--- config.mk ---
export PLATFORM = sky130hd
export DESIGN_NAME = multi_tone_generator
export DESIGN_NICKNAME = d
export VERILOG_FILES = /design/src/rtl/multi_tone_generator_pkg.sv /design/src/rtl/multi_tone_generator_tone_channel.sv /design/src/rtl/multi_tone_generator.sv
export SDC_FILE = /design/constraint.sdc
export NUM_CORES = 1
export LEC_CHECK = 0
export CELL_PAD_IN_SITES_DETAIL_PLACEMENT = 0
export CELL_PAD_IN_SITES_GLOBAL_PLACEMENT = 2
export CORE_MARGIN = 5
export CORE_UTILIZATION = 38
export DETAILED_ROUTE_END_ITERATION = 10
export MAX_ROUTING_LAYER = met4
export PLACE_DENSITY = 0.91
export SKIP_CTS_REPAIR_TIMING = 1
export SLEW_MARGIN = 20
export SYNTH_ARGS = -nofsm -noshare
export SYNTH_HDL_FRONTEND = slang
export SYNTH_SLANG_ARGS = --single-unit
--- constraint.sdc ---
create_clock -name clk -period 4.1 [get_ports clk]
set_input_delay 1.23 -clock clk [delete_from_list [all_inputs] [get_ports clk]]
set_output_delay 1.23 -clock clk [all_outputs]
set_load 0.01 [all_outputs]
--- src/rtl/multi_tone_generator_pkg.sv ---
// Shared types and sizing helpers for the multi-channel tone generator.
// Latency: n/a (declarations only).
// Backpressure: n/a (declarations only).
//
// Contents: channel FSM state encoding, a constant clog2, and the
// formulas for the full-scale level and the level/counter/accumulator widths.
package multi_tone_generator_pkg;

   typedef enum logic {
      CH_IDLE = 1'b0,
      CH_RUN  = 1'b1
   } ch_state_t;

   // Ceiling log2; clog2(1) = 0.
   function automatic int clog2(input int value);
      int result;
      int v;
      result = 0;
      v      = value - 1;
      while (v > 0) begin
         result = result + 1;
         v      = v >> 1;
      end
      return result;
   endfunction

   // Full-scale mixed level: every channel high at maximum gain.
   function automatic int full_level(input int num_ch, input int vol_w);
      return num_ch << vol_w;
   endfunction

   // Width able to hold 0..FULL inclusive.
   function automatic int level_width(input int num_ch, input int vol_w);
      return clog2(full_level(num_ch, vol_w) + 1);
   endfunction

   // Width of the PWM frame counter (0..FULL-1).
   function automatic int pwm_cnt_width(input int num_ch, input int vol_w);
      return clog2(full_level(num_ch, vol_w));
   endfunction

   // Sigma-delta accumulator width.
   function automatic int acc_width(input int num_ch, input int vol_w);
      return clog2(full_level(num_ch, vol_w)) + 1;
   endfunction

endpackage

--- src/rtl/multi_tone_generator_tone_channel.sv ---
// Single square-wave tone channel with shadowed half-period.
// Latency: wave starts low on RUN entry, first toggle active_period cycles later.
// Backpressure: none; period changes are absorbed at half-period boundaries.
//
// Ports: clk, rst_n (async active-low), output_enable / ch_enable (run gates),
//        period_in (half-period in clk cycles, 0 = silent), wave (registered).
module tone_channel
   import multi_tone_generator_pkg::*;
#(
   parameter int PERIOD_W = 24
) (
   input  logic                clk,
   input  logic                rst_n,
   input  logic                output_enable,
   input  logic                ch_enable,
   input  logic [PERIOD_W-1:0] period_in,
   output logic                wave
);

   ch_state_t           state, state_nxt;
   logic [PERIOD_W-1:0] counter, counter_nxt;
   logic [PERIOD_W-1:0] active_period, active_period_nxt;
   logic                wave_nxt;
   logic                run_ok;
   logic                at_boundary;

   assign run_ok      = output_enable & ch_enable;
   // active_period is never 0 while in RUN, so the subtraction cannot wrap there.
   assign at_boundary = (counter == (active_period - PERIOD_W'(1)));

   always_ff @(posedge clk or negedge rst_n) begin
      if (!rst_n) begin
         state         <= CH_IDLE;
         counter       <= '0;
         active_period <= '0;
         wave          <= 1'b0;
      end else begin
         state         <= state_nxt;
         counter       <= counter_nxt;
         active_period <= active_period_nxt;
         wave          <= wave_nxt;
      end
   end

   always_comb begin
      state_nxt         = state;
      counter_nxt       = counter;
      active_period_nxt = active_period;
      wave_nxt          = wave;
      case (state)
         CH_IDLE: begin
            counter_nxt = '0;
            wave_nxt    = 1'b0;
            if (run_ok && (period_in != '0)) begin
               state_nxt         = CH_RUN;
               active_period_nxt = period_in;
            end
         end
         CH_RUN: begin
            if (!run_ok) begin
               // Gate removal silences immediately, no half-period completion.
               state_nxt   = CH_IDLE;
               counter_nxt = '0;
               wave_nxt    = 1'b0;
            end else if (at_boundary) begin
               // Shadow load: the new period only takes effect here.
               counter_nxt       = '0;
               active_period_nxt = period_in;
               if (period_in == '0) begin
                  state_nxt = CH_IDLE;
                  wave_nxt  = 1'b0;
               end else begin
                  wave_nxt = ~wave;
               end
            end else begin
               counter_nxt = counter + PERIOD_W'(1);
            end
         end
         default: begin
            state_nxt   = CH_IDLE;
            counter_nxt = '0;
            wave_nxt    = 1'b0;
         end
      endcase
   end

endmodule

--- src/rtl/multi_tone_generator.sv ---
// Multi-channel square-wave tone mixer with volume and 1-bit audio modulator.
// Latency: ch_wave -> mix_level +1 cycle -> frame start -> square_wave_out +1 cycle.
// Backpressure: none; free-running output, input changes apply at boundaries.
//
// Ports: clk, rst_n (async active-low), output_enable (global gate),
//        tone_switch_period (packed half-periods, ch i at [i*PERIOD_W +: PERIOD_W]),
//        ch_enable, volume (gain = volume+1), ch_wave, mix_level (popcount),
//        square_wave_out (PWM, or first-order sigma-delta when
//        MULTI_TONE_SIGMA_DELTA_EN is defined; port list identical in both builds).
module multi_tone_generator
   import multi_tone_generator_pkg::*;
#(
   parameter int NUM_CH   = 2,
   parameter int PERIOD_W = 24,
   parameter int VOL_W    = 3
) (
   input  logic                         clk,
   input  logic                         rst_n,
   input  logic                         output_enable,
   input  logic [NUM_CH*PERIOD_W-1:0]   tone_switch_period,
   input  logic [NUM_CH-1:0]            ch_enable,
   input  logic [VOL_W-1:0]             volume,
   output logic [NUM_CH-1:0]            ch_wave,
   output logic [clog2(NUM_CH+1)-1:0]   mix_level,
   output logic                         square_wave_out
);

   localparam int FULL    = full_level(NUM_CH, VOL_W);
   localparam int MIX_W   = clog2(NUM_CH + 1);
   localparam int LEVEL_W = level_width(NUM_CH, VOL_W);

   // ---------------------------------------------------------------- channels
   for (genvar i = 0; i < NUM_CH; i++) begin : g_ch
      tone_channel #(
         .PERIOD_W (PERIOD_W)
      ) u_ch (
         .clk           (clk),
         .rst_n         (rst_n),
         .output_enable (output_enable),
         .ch_enable     (ch_enable[i]),
         .period_in     (tone_switch_period[i*PERIOD_W +: PERIOD_W]),
         .wave          (ch_wave[i])
      );
   end

   // ---------------------------------------------------------------- mixer
   logic [MIX_W-1:0]   popcount;
   logic [LEVEL_W-1:0] level;

   always_comb begin
      popcount = '0;
      for (int i = 0; i < NUM_CH; i++) begin
         popcount = popcount + MIX_W'(ch_wave[i]);
      end
   end

   always_ff @(posedge clk or negedge rst_n) begin
      if (!rst_n) begin
         mix_level <= '0;
      end else begin
         mix_level <= popcount;
      end
   end

   // mix_level <= NUM_CH and gain <= 2^VOL_W, so the product fits in 0..FULL.
   assign level = LEVEL_W'(mix_level) * (LEVEL_W'(volume) + LEVEL_W'(1));

`ifdef MULTI_TONE_SIGMA_DELTA_EN
   // ---------------------------------------------------------------- sigma-delta
   localparam int ACC_W = acc_width(NUM_CH, VOL_W);
   localparam logic [ACC_W:0] FULL_S = (ACC_W+1)'(FULL);

   logic [ACC_W-1:0] acc;
   logic [ACC_W:0]   acc_sum;

   // One extra bit so acc + level (< 2*FULL) never overflows.
   assign acc_sum = (ACC_W+1)'(acc) + (ACC_W+1)'(level);

   always_ff @(posedge clk or negedge rst_n) begin
      if (!rst_n) begin
         acc             <= '0;
         square_wave_out <= 1'b0;
      end else if (!output_enable) begin
         acc             <= '0;
         square_wave_out <= 1'b0;
      end else if (acc_sum >= FULL_S) begin
         acc             <= ACC_W'(acc_sum - FULL_S);
         square_wave_out <= 1'b1;
      end else begin
         acc             <= ACC_W'(acc_sum);
         square_wave_out <= 1'b0;
      end
   end
`else
   // ---------------------------------------------------------------- PWM
   localparam int CNT_W = pwm_cnt_width(NUM_CH, VOL_W);
   localparam logic [CNT_W-1:0] CNT_MAX = CNT_W'(FULL - 1);

   logic [CNT_W-1:0]   pwm_cnt;
   logic [LEVEL_W-1:0] frame_level;
   logic [LEVEL_W-1:0] frame_level_eff;

   // The slot at pwm_cnt==0 already belongs to the new frame, so it compares
   // against the level being latched rather than the previous frame's value.
   assign frame_level_eff = (pwm_cnt == '0) ? level : frame_level;

   always_ff @(posedge clk or negedge rst_n) begin
      if (!rst_n) begin
         pwm_cnt         <= '0;
         frame_level     <= '0;
         square_wave_out <= 1'b0;
      end else if (!output_enable) begin
         pwm_cnt         <= '0;
         frame_level     <= '0;
         square_wave_out <= 1'b0;
      end else begin
         pwm_cnt         <= (pwm_cnt == CNT_MAX) ? '0 : pwm_cnt + CNT_W'(1);
         frame_level     <= frame_level_eff;
         square_wave_out <= (LEVEL_W'(pwm_cnt) < frame_level_eff);
      end
   end
`endif

endmodule

**Yosys cells after proc, flatten, opt, wreduce, memory -nomap -nowiden**

Cells that the tools add are included.
W data, S select, Z words.

- Register bits after elaboration: 112
- Bits of input ports: 56
- Word-level logic and storage cells: 84

- $add $sub $neg: 7
- $mul: 1
- Magnitude comparators: 1
- Eq/ne operators: 11
- Mux-type cells: 37
- Bitwise operators: 6
- Reductions and logical operators: 9

Operator list:

| kind | count |
|---|---|
| $mux W24 | 10 |
| $pmux W24 S2 | 4 |
| $add A24 B1 Y24 const B | 2 |
| $eq A24 B24 Y1 | 2 |
| $logic_not A24 Y1 | 2 |
| $reduce_bool A24 Y1 | 2 |
| $sub A24 B1 Y24 const B | 2 |
| $mux W1 | 15 |
| $mux W5 | 2 |
| $mux W4 | 2 |
| $ne A2 B2 Y1 const B | 4 |
| $pmux W1 S2 | 4 |
| $ne A3 B3 Y1 const B | 2 |
| $reduce_and A3 Y1 | 2 |
| $lt A4 B5 Y1 | 1 |
| $mul A2 B4 Y5 | 1 |
| $add A3 B1 Y4 const B | 1 |
| $add A4 B1 Y4 const B | 1 |
| $eq A4 B4 Y1 const B | 1 |
| $logic_not A4 Y1 | 1 |
| $ne A2 B1 Y1 const B | 2 |
| $not A1 Y1 | 4 |
| $add A1 B1 Y2 | 1 |
| $and A1 B1 Y1 | 2 |
| $logic_and A1 B1 Y1 | 2 |

**Logic depth before layout (Yosys ltp)**

- Depth after elaboration: 5
- Mapped depth: 12
- Mapped depth without buffers: 10

**By module**

From an unflattened synthesis, not the netlist that was laid out.

- Cell total of the unflattened synthesis: 909
- Area total of the unflattened synthesis: 7993.9 um2

By module, submodules not included:

| module | instances | cells an instance | area each (um2) | seq. area each (um2) |
|---|---|---|---|---|
| tone_channel at g_ch[1].u_ch | 1 | 523 | 4103.9 | 1251.2 |
| tone_channel at g_ch[0].u_ch | 1 | 315 | 3131.8 | 1251.2 |
| multi_tone_generator | 1 | 71 | 758.2 | 300.3 |

**Worst setup path before layout**

No wires, ideal clock.

- Path kind: register to register
- From: register g_ch[1].u_ch.active_period[0]
- To: register g_ch[1].u_ch.active_period[10]
- Data arrival time: 3.354 ns
- Data required time: 3.975 ns
- Slack: 0.621 ns
- Stages on the path, launching flop included: 13
- Clock period less this slack: 3.479 ns
- Path through: dfrtp_1 > inv_1 > ha_1 > nor4b_4 > nand3_2 > or3_1 > and2_1 > or3_1 > a221o_1 > o41a_1 > buf_6 > buf_6 > mux2_4

- Longest elaborated chain between the ends: 4

RTL lines:

| item | RTL line | RTL |
|---|---|---|
| start: declaration | multi_tone_generator_tone_channel.sv:22 | `logic [PERIOD_W-1:0] active_period, active_period_nxt;` |
| start signal: assignment | multi_tone_generator_tone_channel.sv:40 | `active_period <= active_period_nxt;` |
| $sub A24 B1 Y24 | multi_tone_generator_tone_channel.sv:29 | `assign at_boundary = (counter == (active_period - PERIOD_W'(1)));` |
| $eq A24 B24 Y1 | multi_tone_generator_tone_channel.sv:29 |  |
| $ne A2 B2 Y1 (no line) | -- |  |
| $reduce_and A3 Y1 (no line) | -- |  |

Every way passes these cells.
A chain may end at the register's enable or synchronous reset.

**Final worst setup path**

- From: register g_ch[1].u_ch.active_period[0]
- To: register g_ch[1].u_ch.active_period[13]

The elaborated chain is that of the path after synthesis.

==> results by group <==
Run status
  – Status: completed

Floorplan
  – Chip width: 144 microns
  – Die area: 20600 sq um
  – Row count: 48
  – Initial Util: 39.0%
  – Die H: 144 microns
  – IO Pins: 61
  – Placeable Area: 17400 sq um

GRT
  – Largest net degree at the start of global routing: 60
  – Antenna violations before repair: 0
  – Vias in the first global route: 5234
  – Total GRT Usage: 16.4%
  – Global-route wire length before repair: 26.3 mm
  – Total grt overflow: 0

STA
  – Max Fclk: 266 MHz
  – Final WS setup: 0.340 ns
  – Period utilisation layout: 91.7%
  – Actual slew at the worst max-slew pin: 0.956 ns
  – Relative slew slack: 36.1%
  – Clk_skew: 0.0101 ns
  – Final hold vios: 0
  – Min Tclk post-route: 3.76 ns
  – Slew Limit Fails: 0
  – RSZ-0062 raised after global routing: false
  – Post-route setup TNS: 0 ns
  – Final setup viols: 0

Clocking
  – CTS H-tree lvls: 3
  – Clk_lat worst skew: 0.36 ns
  – Clk sink count: 112
  – Clk slew on worst S/H paths: 0.07 ns
  – Num CTS Buffers: 9
  – CTS tree: done
  – Clock Path Buffers: 2
  – Root Driver: clkbuf_16

Final layout
  – Non-Filler Instances: 969
  – NumNets Final: 810
  – P&R area growth vs syn: 17.3%
  – # fillers: 1655
  – Share of post-route cells with drive strength above 1: 11.2%
  – # diodes: 0

Logic synthesis
  – Avg Inst Size Synth: 9.95 sq um
  – Xor/xnor cell area share of the yosys netlist: 15.1%
  – Post-synth EDFFs: 0
  – Post-synthesis register bit count: 112
  – Sequential element share of the synthesized area: 41.3%
  – Yosys cell types: 63
  – Largest family of logic cells by synthesized area: simple AND/OR/NAND/NOR gates
  – Top FF cell, synth: dfrtp_1
  – Post-synthesis simple-gate area fraction: 21.2%
  – Share of async-settable or async-resettable flops after synthesis: 100%
  – Ys Warns: 0
  – Synth Area in Compound Gates: 6.64%
  – Cell Area, Synth: 6790 sq um
  – Cells after Synth: 682
  – Mapped Nets: 753
  – Adder-cell share of the synthesized area: 2.88%
  – Mux cell area share after synthesis: 9.96%

Power
  – Peak VDD IR: 219 uV
  – PD cells: 358 nW/um^2
  – Overall Power: 2.85 mW
  – Leak: 3.25 nW

Hold path
  – Worst hold start: g_ch[1].u_ch.counter[0]$_DFF_PN0_
  – Hold EP: g_ch[1].u_ch.counter[0]$_DFF_PN0_
  – Hold crit path type: reg2reg
  – Hold Path Stages: 1

Placement
  – Pre-CTS setup slack: 0.115 ns
  – GP Congestion: 0.919
  – Placed cells: 953
  – Port buffer count: 60
  – DP Wirelength: 12.0 mm

Worst setup path
  – Slowest cell on crit path: o41a_1
  – Origin of the critical flop-to-flop path: g_ch[1].u_ch.active_period[0]$_DFFE_PN0P_
  – Path depth of the worst reg2reg path: 12
  – Cell Chain, Critical Path: inv_1 -> ha_1 -> nor4b_4 -> buf_4 -> nand3_2 -> or3_1 -> and2_1 -> or3_1 -> a221o_1 -> o41a_1 -> buf_12 -> mux2_4
  – Worst-path maximum fanout: 16
  – R2R Setup Slk: 0.34 ns
  – Required time worst endpoint: 4.34 ns
  – Critical Path Most Common Cell: or3_1
  – Crit end category: flip-flop
  – Setup CP Type: reg2reg
  – CP peak stage delay: 0.55 ns
  – Startpoint types: flip-flop
  – Arrival time at the worst endpoint: 4.00 ns
  – Reg-to-Reg End: g_ch[1].u_ch.active_period[13]$_DFFE_PN0P_

Routing
  – Pre-Repair DR Iteration Count: 4
  – Via density: 5.31
  – DR WL/cell: 16.2 microns
  – Drt first-iter violations: 281
  – Vias: 5141
  – DRT Wirelength: 15.7 mm
  – DRC: 0
  – Antenna Nets Post-Route: 0

Flow run
  – Max_cap viols: 0
==> layout by cell type, fill, tap and decap left out, types with 4 or more instances in the layout <==
cell type and count:
o21ai_0 10, xor2_1 54, and2_1 10, nor2_1 91, nand2b_1 4, mux2_4 20
ha_1 14, a21oi_1 7, or4_1 6, nor4_1 18, nand2_1 36, clkbuf_16 9
nor3_1 17, or3_1 10, nand3_1 30, xnor2_1 63, clkdlybuf4s50_1 59, mux2i_1 6
a31oi_1 6, o211ai_1 6, and3_1 19, mux2_2 25, nand4_1 15, buf_4 12
inv_1 17, dfrtp_1 112
==> how the worst max path moves through the flow <==
stage / start / to / slack, ns
after floorplan: g_ch[1].u_ch.active_period[0]$_DFFE_PN0P_ / g_ch[1].u_ch.active_period[10]$_DFFE_PN0P_ / 0.62
after global routing: g_ch[0].u_ch.active_period[0]$_DFFE_PN0P_ / g_ch[0].u_ch.counter[2]$_DFF_PN0_ / 0.10
after global placement: volume[0] / square_wave_out$_DFF_PN0_ / 0.30
final: g_ch[1].u_ch.active_period[0]$_DFFE_PN0P_ / g_ch[1].u_ch.active_period[13]$_DFFE_PN0P_ / 0.34
after CTS: g_ch[1].u_ch.active_period[0]$_DFFE_PN0P_ / g_ch[1].u_ch.active_period[13]$_DFFE_PN0P_ / 0.34
after detailed placement: tone_switch_period[25] / g_ch[1].u_ch.active_period[13]$_DFFE_PN0P_ / 0.12
==> state kept, by name, summed over array words and instances (netlist names) <==
register / count
g_ch.u_ch.counter: 48
mix_level: 2
square_wave_out: 1
frame_level: 5
g_ch.u_ch.state: 2
g_ch.u_ch.wave: 2
g_ch.u_ch.active_period: 48
pwm_cnt: 4
==> metal layers <==
layer | GRT usage [%] | wire length [microns] | up-vias
li1 | - | - | 2513
met1 | 20.0 | 7140 | 2526
met2 | 27.8 | 7830 | 83
met3 | 3.43 | 542 | 19
met4 | 4.31 | 233 | 0
met5 | - | 0 | -
==> stage by stage <==
step           cell area, sq um  utilization [%]  hold WS (ns)
3_5_place_dp               7660             44.0         0.516
2_1_floorplan              6790                -         0.481
4_1_cts                    7960             45.7         0.533
5_1_grt                    7960             45.7         0.556
3_3_place_gp               7660             44.0         0.508
6_report                   7960             45.7         0.530
==> synth_stat cells (all sizes together), types with 3 or more instances <==
master	n	area [sq um]
nor4	19	125
nor2	91	342
ha	14	175
a2111oi	3	26.3
nor2b	3	18.8
nor3	18	95.1
clkbuf	18	67.6
o31ai	4	35.0
xor2	54	473
nand4	15	93.8
buf	9	68.8
mux2	48	616
nand2	36	135
nand4b	3	26.3
nand3	31	160
and2	10	62.6
a31oi	7	43.8
nand2b	4	25.0
and3	19	119
o211ai	6	45.0
mux2i	6	60.1
o21a	3	22.5
inv	17	63.8
or3	10	62.6
a211o	3	26.3
o21ai	10	50.1
a21oi	7	35.0
or4	6	45.0
nor4b	3	41.3
xnor2	63	552
dfrtp	112	2800
==> where the power goes <==
group | internal, mW | switching (mW) | total, mW
Combinational | 0.321 | 0.265 | 0.586
Sequential | 1.20 | 0.153 | 1.36
Clock | 0.482 | 0.424 | 0.906
Total | 2.01 | 0.842 | 2.85
==> cell type report <==
class	count	area (sq um)	share of cell area (%)
multi-input cells	526	3790	47.6
flip-flops and latches	112	2800	35.2
repair buffers	73	721	9.05
clock buffers	9	225	2.83
clock inverters	7	78.8	0.990
well taps	225	282	3.54
inverters	17	63.8	0.802
==> worst max-delay path: cells and delay by family (launching register included) <==
| family | cells | cell delay [ns] |
|---|---|---|
| AOI/OAI and AO/OA | 2 | 0.92 |
| adders and majority gates | 1 | 0.25 |
| buffers and inverters | 3 | 0.52 |
| DFF | 1 | 0.42 |
| muxes | 1 | 0.31 |
| and+or+nand+nor | 5 | 1.21 |
==> cell families (layout without fill, tap and decap cells) <==
| logic type | after synthesis | after routing |
|---|---|---|
| adders and majority gates | 15 | 15 |
| AOI/OAI and AO/OA | 62 | 62 |
| buffers and inverters | 44 | 106 |
| muxes | 54 | 54 |
| DFF | 112 | 112 |
| xor gates and xnor gates | 117 | 117 |
| and+or+nand+nor | 278 | 278 |
(Power assumes the default switching activity.)
